### config.mk
export PLATFORM = sky130hd
export DESIGN_NAME = shuffle3_transpose
export DESIGN_NICKNAME = d
export VERILOG_FILES = /design/src/rtl/shuffle3_transpose.sv
export SDC_FILE = /design/constraint.sdc
export NUM_CORES = 1
export LEC_CHECK = 0
export CORE_UTILIZATION = 45
export CTS_BUF_LIST = sky130_fd_sc_hd__clkbuf_4
export CTS_CLUSTER_SIZE = 16
export DETAILED_ROUTE_END_ITERATION = 10
export HOLD_SLACK_MARGIN = 0.1
export PLACE_DENSITY = 0.7
export SYNTH_ARGS = -nofsm -noshare
export SYNTH_HDL_FRONTEND = slang
export SYNTH_SLANG_ARGS = --single-unit
### constraint.sdc
create_clock -name clk -period 13.9 [get_ports clk]
set_input_delay 2.085 -clock clk [delete_from_list [all_inputs] [get_ports clk]]
set_output_delay 2.085 -clock clk [all_outputs]
set_load 0.01 [all_outputs]
### src/rtl/shuffle3_transpose.sv
// shuffle3_transpose
//
// Collects consecutive accepted input rows into 3x3 blocks of 32-bit samples
// and plays each block back transposed: output row k carries column k of the
// block. Two 9-word banks are used ping-pong so one block can be written
// while the previous one is read out. All state moves on the falling edge.
//
// Ports:
//   clk        clock; state updates on the falling edge
//   rst_n      asynchronous active-low reset
//   sync       block-alignment strobe (only when SHUF3_SYNC_EN is defined)
//   in_valid   a/b/c carry one valid input row this cycle
//   a, b, c    input row, lanes 0/1/2, packed {re[31:16], im[15:0]}
//   out_valid  x/y/z carry one valid output row this cycle
//   x, y, z    output row, lanes 0/1/2; forced to 0 when out_valid is low
//
// Optional feature macro: SHUF3_SYNC_EN adds the sync input, which restarts
// the row counter so the current edge's row becomes row 0 of a new block.

module shuffle3_transpose (
    input  logic        clk,
    input  logic        rst_n,
`ifdef SHUF3_SYNC_EN
    input  logic        sync,
`endif
    input  logic        in_valid,
    input  logic [31:0] a,
    input  logic [31:0] b,
    input  logic [31:0] c,
    output logic        out_valid,
    output logic [31:0] x,
    output logic [31:0] y,
    output logic [31:0] z
);

    typedef enum logic [1:0] {
        IDLE = 2'd0,
        OUT0 = 2'd1,
        OUT1 = 2'd2,
        OUT2 = 2'd3
    } state_t;

    state_t      state_q, state_d;
    logic [1:0]  row_cnt_q, row_cnt_d;
    logic        wr_bank_q, wr_bank_d;
    logic        rd_bank_q, rd_bank_d;
    logic        pending_q, pending_d;
    logic [31:0] bank_q [2][9];
    logic [31:0] bank_d [2][9];

    logic        sync_hit;
    logic [1:0]  wr_row;
    logic [3:0]  wr_base;
    logic        block_done;
    logic        start_read;
    logic [3:0]  rd_col;

`ifdef SHUF3_SYNC_EN
    assign sync_hit = sync;
`else
    assign sync_hit = 1'b0;
`endif

    // Write side: a sync strobe makes this edge's row land as row 0, otherwise
    // the running row counter picks the row. Completing row 2 flips the write
    // bank and leaves a pending flag for the read side.
    always_comb begin
        wr_row     = sync_hit ? 2'd0 : row_cnt_q;
        block_done = in_valid && (wr_row == 2'd2);

        case (wr_row)
            2'd0:    wr_base = 4'd0;
            2'd1:    wr_base = 4'd3;
            default: wr_base = 4'd6;
        endcase

        row_cnt_d = row_cnt_q;
        if (in_valid) begin
            row_cnt_d = (wr_row == 2'd2) ? 2'd0 : wr_row + 2'd1;
        end else if (sync_hit) begin
            row_cnt_d = 2'd0;
        end

        wr_bank_d = wr_bank_q ^ block_done;

        bank_d = bank_q;
        if (in_valid) begin
            bank_d[wr_bank_q][wr_base]        = a;
            bank_d[wr_bank_q][wr_base + 4'd1] = b;
            bank_d[wr_bank_q][wr_base + 4'd2] = c;
        end
    end

    // Read FSM: a completed block is noticed one edge after its last row, so
    // output row 0 lags the row-2 capture by one clock. OUT2 chains straight
    // into OUT0 when another block finished meanwhile, giving no bubble.
    always_comb begin
        state_d = state_q;
        case (state_q)
            IDLE:    if (pending_q) state_d = OUT0;
            OUT0:    state_d = OUT1;
            OUT1:    state_d = OUT2;
            OUT2:    state_d = pending_q ? OUT0 : IDLE;
            default: state_d = IDLE;
        endcase

        start_read = (state_d == OUT0) && ((state_q == IDLE) || (state_q == OUT2));

        // The bank just completed is the one the writer has moved away from.
        rd_bank_d = start_read ? ~wr_bank_q : rd_bank_q;
        pending_d = block_done || (pending_q && !start_read);
    end

    // Output lanes index column k of the read bank; everything reads as zero
    // outside the three output cycles.
    always_comb begin
        out_valid = (state_q != IDLE);
        rd_col    = 4'd0;
        x         = '0;
        y         = '0;
        z         = '0;
        case (state_q)
            OUT1:    rd_col = 4'd1;
            OUT2:    rd_col = 4'd2;
            default: rd_col = 4'd0;
        endcase
        if (out_valid) begin
            x = bank_q[rd_bank_q][rd_col];
            y = bank_q[rd_bank_q][rd_col + 4'd3];
            z = bank_q[rd_bank_q][rd_col + 4'd6];
        end
    end

    // Control state register; reset throws away partial and pending blocks.
    always_ff @(negedge clk or negedge rst_n) begin
        if (!rst_n) begin
            state_q   <= IDLE;
            row_cnt_q <= 2'd0;
            wr_bank_q <= 1'b0;
            rd_bank_q <= 1'b0;
            pending_q <= 1'b0;
        end else begin
            state_q   <= state_d;
            row_cnt_q <= row_cnt_d;
            wr_bank_q <= wr_bank_d;
            rd_bank_q <= rd_bank_d;
            pending_q <= pending_d;
        end
    end

    // Sample storage carries no reset; stale contents are never presented
    // because out_valid gates the lanes.
    always_ff @(negedge clk) begin
        bank_q <= bank_d;
    end

endmodule

==> metrics.cfg <==
[outcome]
status=complete, no violations

[global_route]
grt_pass1_wl_mm=133
grt_max_degree=97
grt_pass1_vias=23685
grt_overflow=0
grt.total_usage_pct=27.4
antenna_found_initial=7

[floorplanning]
coreArea_um2=64300
row_count=93
dieWidth_um=257
die_h_um=257
start_util_pct=45.4
die_area_um2=66000
top_level_ports=196

[detailed_routing]
drtAntennaViolNets=0
drtPass1Iterations=5
via_count=21117
routed_via_density=5.72
wl_per_cell_um=24.3
drcViolationCount=0
drt_iter0_drc=2224
routed_wl_mm=89.7

[worst_setup_path]
crit_type=flop to output pin
setup.worst_path.end_class=output pin
path_max_fanout=34
crit_required_ns=11.81
critPathLaunchType=flop
cp.arrival_ns=11.55

[logic_synthesis]
synth_ff_type=edfxtp_1
synthCells=1898
synth_top_area_share_pct=59.2
synthXorXnorAreaFrac_pct=0.0300
syn_nets=2002
synth-simple-area-share_pct=14.3
muxShareOfSynthArea_pct=20.3
synth_area_um2=29200
async_reset_ff_share_pct=1.20
yosysTopAreaCell=edfxtp_1
synth_top_family_by_area=multiplexers
synth_compound_area_share_pct=2.52
synth-edff-count=576
synth_cell_types=36
yosys_warnings=0
ys_seq_area_share_pct=59.8
synth-seq-cells=583
synthAdderAreaFrac_pct=0.214
yosys-top-cells-area=edfxtp_1, mux4_2, and2_1
syn_area_per_cell_um2=15.4

[timing]
slew_viol_final=0
finClkSkew_ns=0.0932
rsz0062_at_grt=false
worst_pin_slew_ns=1.25
finalHoldViolCount=0
slew_headroom_pct=16.4
setup-tns-final_ns=0
setup_viol=0

[power_and_ir_drop]
ir_drop_mv=0.253
power_density_nw_per_um2=231
p_leak_nw=15.3

[clocking]
cts_setup_buffers=0
cts_buffers=162
cts_tree=yes
clk_path_buf_depth=3
cts_hold_buf=0
clk_pin_slew_ns=0.05
post_cts_resized=0
htree_levels=4
cts_sinks=583
root_buffer=clkbuf_4
clk-insertion-delay-late_ns=0.95

[layout]
final_cell_mix=inv_1, edfxtp_1, and2_1
multiInputGateArea_um2=11100
syn_to_final_growth_pct=23.5
fin_util_pct=56.1
final_nets=2831
drive_above_1_share_pct=18.9
mostFrequentLayoutCell=inv_1
fill_cells=5177
seq_area_um2=17500

[hold_path]
hold_path_class=flop to flop

[placed_design]
portBuffers=195
gp_congestion=0.819
dp_hpwl_mm=48.7

[run]
maxCapViolCount=0

==> registers in the layout, indices dropped and copies added (netlist names) <==
signal / flops
rd_bank_q: 1
pending_q: 1
wr_bank_q: 1
bank_q: 576
state_q: 2
row_cnt_q: 2
==> where the power goes <==
group          internal (mW)  total, mW  leakage (nW)  switching (mW)
logic                   1.73       3.84          5.55            2.11
registers               2.25       2.35          5.43          0.0982
clock network          0.944       2.14          4.30            1.20
==> layout make-up <==
| class | instances | area share, % |
|---|---|---|
| clock inverters | 678 | 7.70 |
| clock buffers | 168 | 3.49 |
| repair buffers | 250 | 6.71 |
| well taps | 855 | 2.96 |
| flip-flops and latches | 583 | 48.4 |
| multi-input cells | 1147 | 30.6 |
| inverters | 7 | 0.0728 |
| diodes | 6 | 0.0416 |
==> path summary, 6_finish.rpt <==
path | startpoint | to | slack, ns | depth (start not counted)
max in group asynchronous | rst_n | state_q[0] | 5.24 | 1
worst max-delay path | state_q[0] | y[5] | 0.26 | 9
worst max register to register | wr_bank_q | bank_q[526] | 10.72 | 5
min in group asynchronous | rst_n | rd_bank_q | 8.34 | 1
worst min-delay path | pending_q | pending_q | 0.57 | 2
worst min register to register | pending_q | pending_q | 0.57 | 2
==> layer usage <==
metal  track usage [%]  wire, um  vias to the layer above  share of wire [%]
met4              14.5      2420                        2                2.7
met5                 0        12                        -              0.013
li1                  -         -                     9020                  -
met2              43.0     44000                     1261                 49
met3              10.2      9720                      179                 11
met1              32.9     33600                    10655                 37
==> synth_stat cells, types with 2 or more instances <==
library cell	number
nor2_1	37
clkbuf_1	104
buf_6	19
nor3b_1	3
a21oi_1	34
a22oi_1	35
mux4_2	217
nand2_1	74
edfxtp_1	576
buf_1	6
o2111a_1	3
nor3b_2	2
mux2i_1	68
o21ai_0	3
ha_1	5
buf_2	21
nor3_1	3
buf_4	10
mux2_2	32
and3_1	100
o22ai_1	28
inv_1	6
nor2b_1	3
and2_1	482
or2_2	2
nand3_1	3
a221o_1	4
a22o_1	4
dfrtn_1	7
==> critical path, stage by stage, from the launching register on <==
cell and delay (ns):
dfrtn_1 0.43, inv_1 0.19, ha_4 0.50, inv_2 0.25, ha_4 0.61, and2_1 0.36
a22oi_1 0.15, a22o_1 0.28, a221o_1 0.44, clkdlybuf4s50_1 0.52
==> metrics by stage <==
step	total power [mW]	area (um^2)	setup slack, ns	hold slack (ns)	std cells
2_1_floorplan	4.86	29200	0.0946	0.479	1898
5_1_grt	8.78	36100	0.123	0.606	3693
3_5_place_dp	6.40	32000	1.05	0.547	2842
6_report	8.34	36100	0.260	0.566	3694
3_3_place_gp	6.34	32000	1.12	0.520	2842
4_1_cts	8.34	36100	0.0808	0.559	3687
==> logic make-up (layout without fill, tap and decap cells) <==
| family | after synthesis | in the layout |
|---|---|---|
| other cells | 0 | 6 |
| mux | 317 | 317 |
| simple gates | 712 | 712 |
| buf+inv | 168 | 1103 |
| flops | 583 | 583 |
| fa+ha+maj | 5 | 5 |
| compound gates | 112 | 112 |
| xor+xnor | 1 | 1 |
Note: power is estimated with default switching activity, not from simulation.
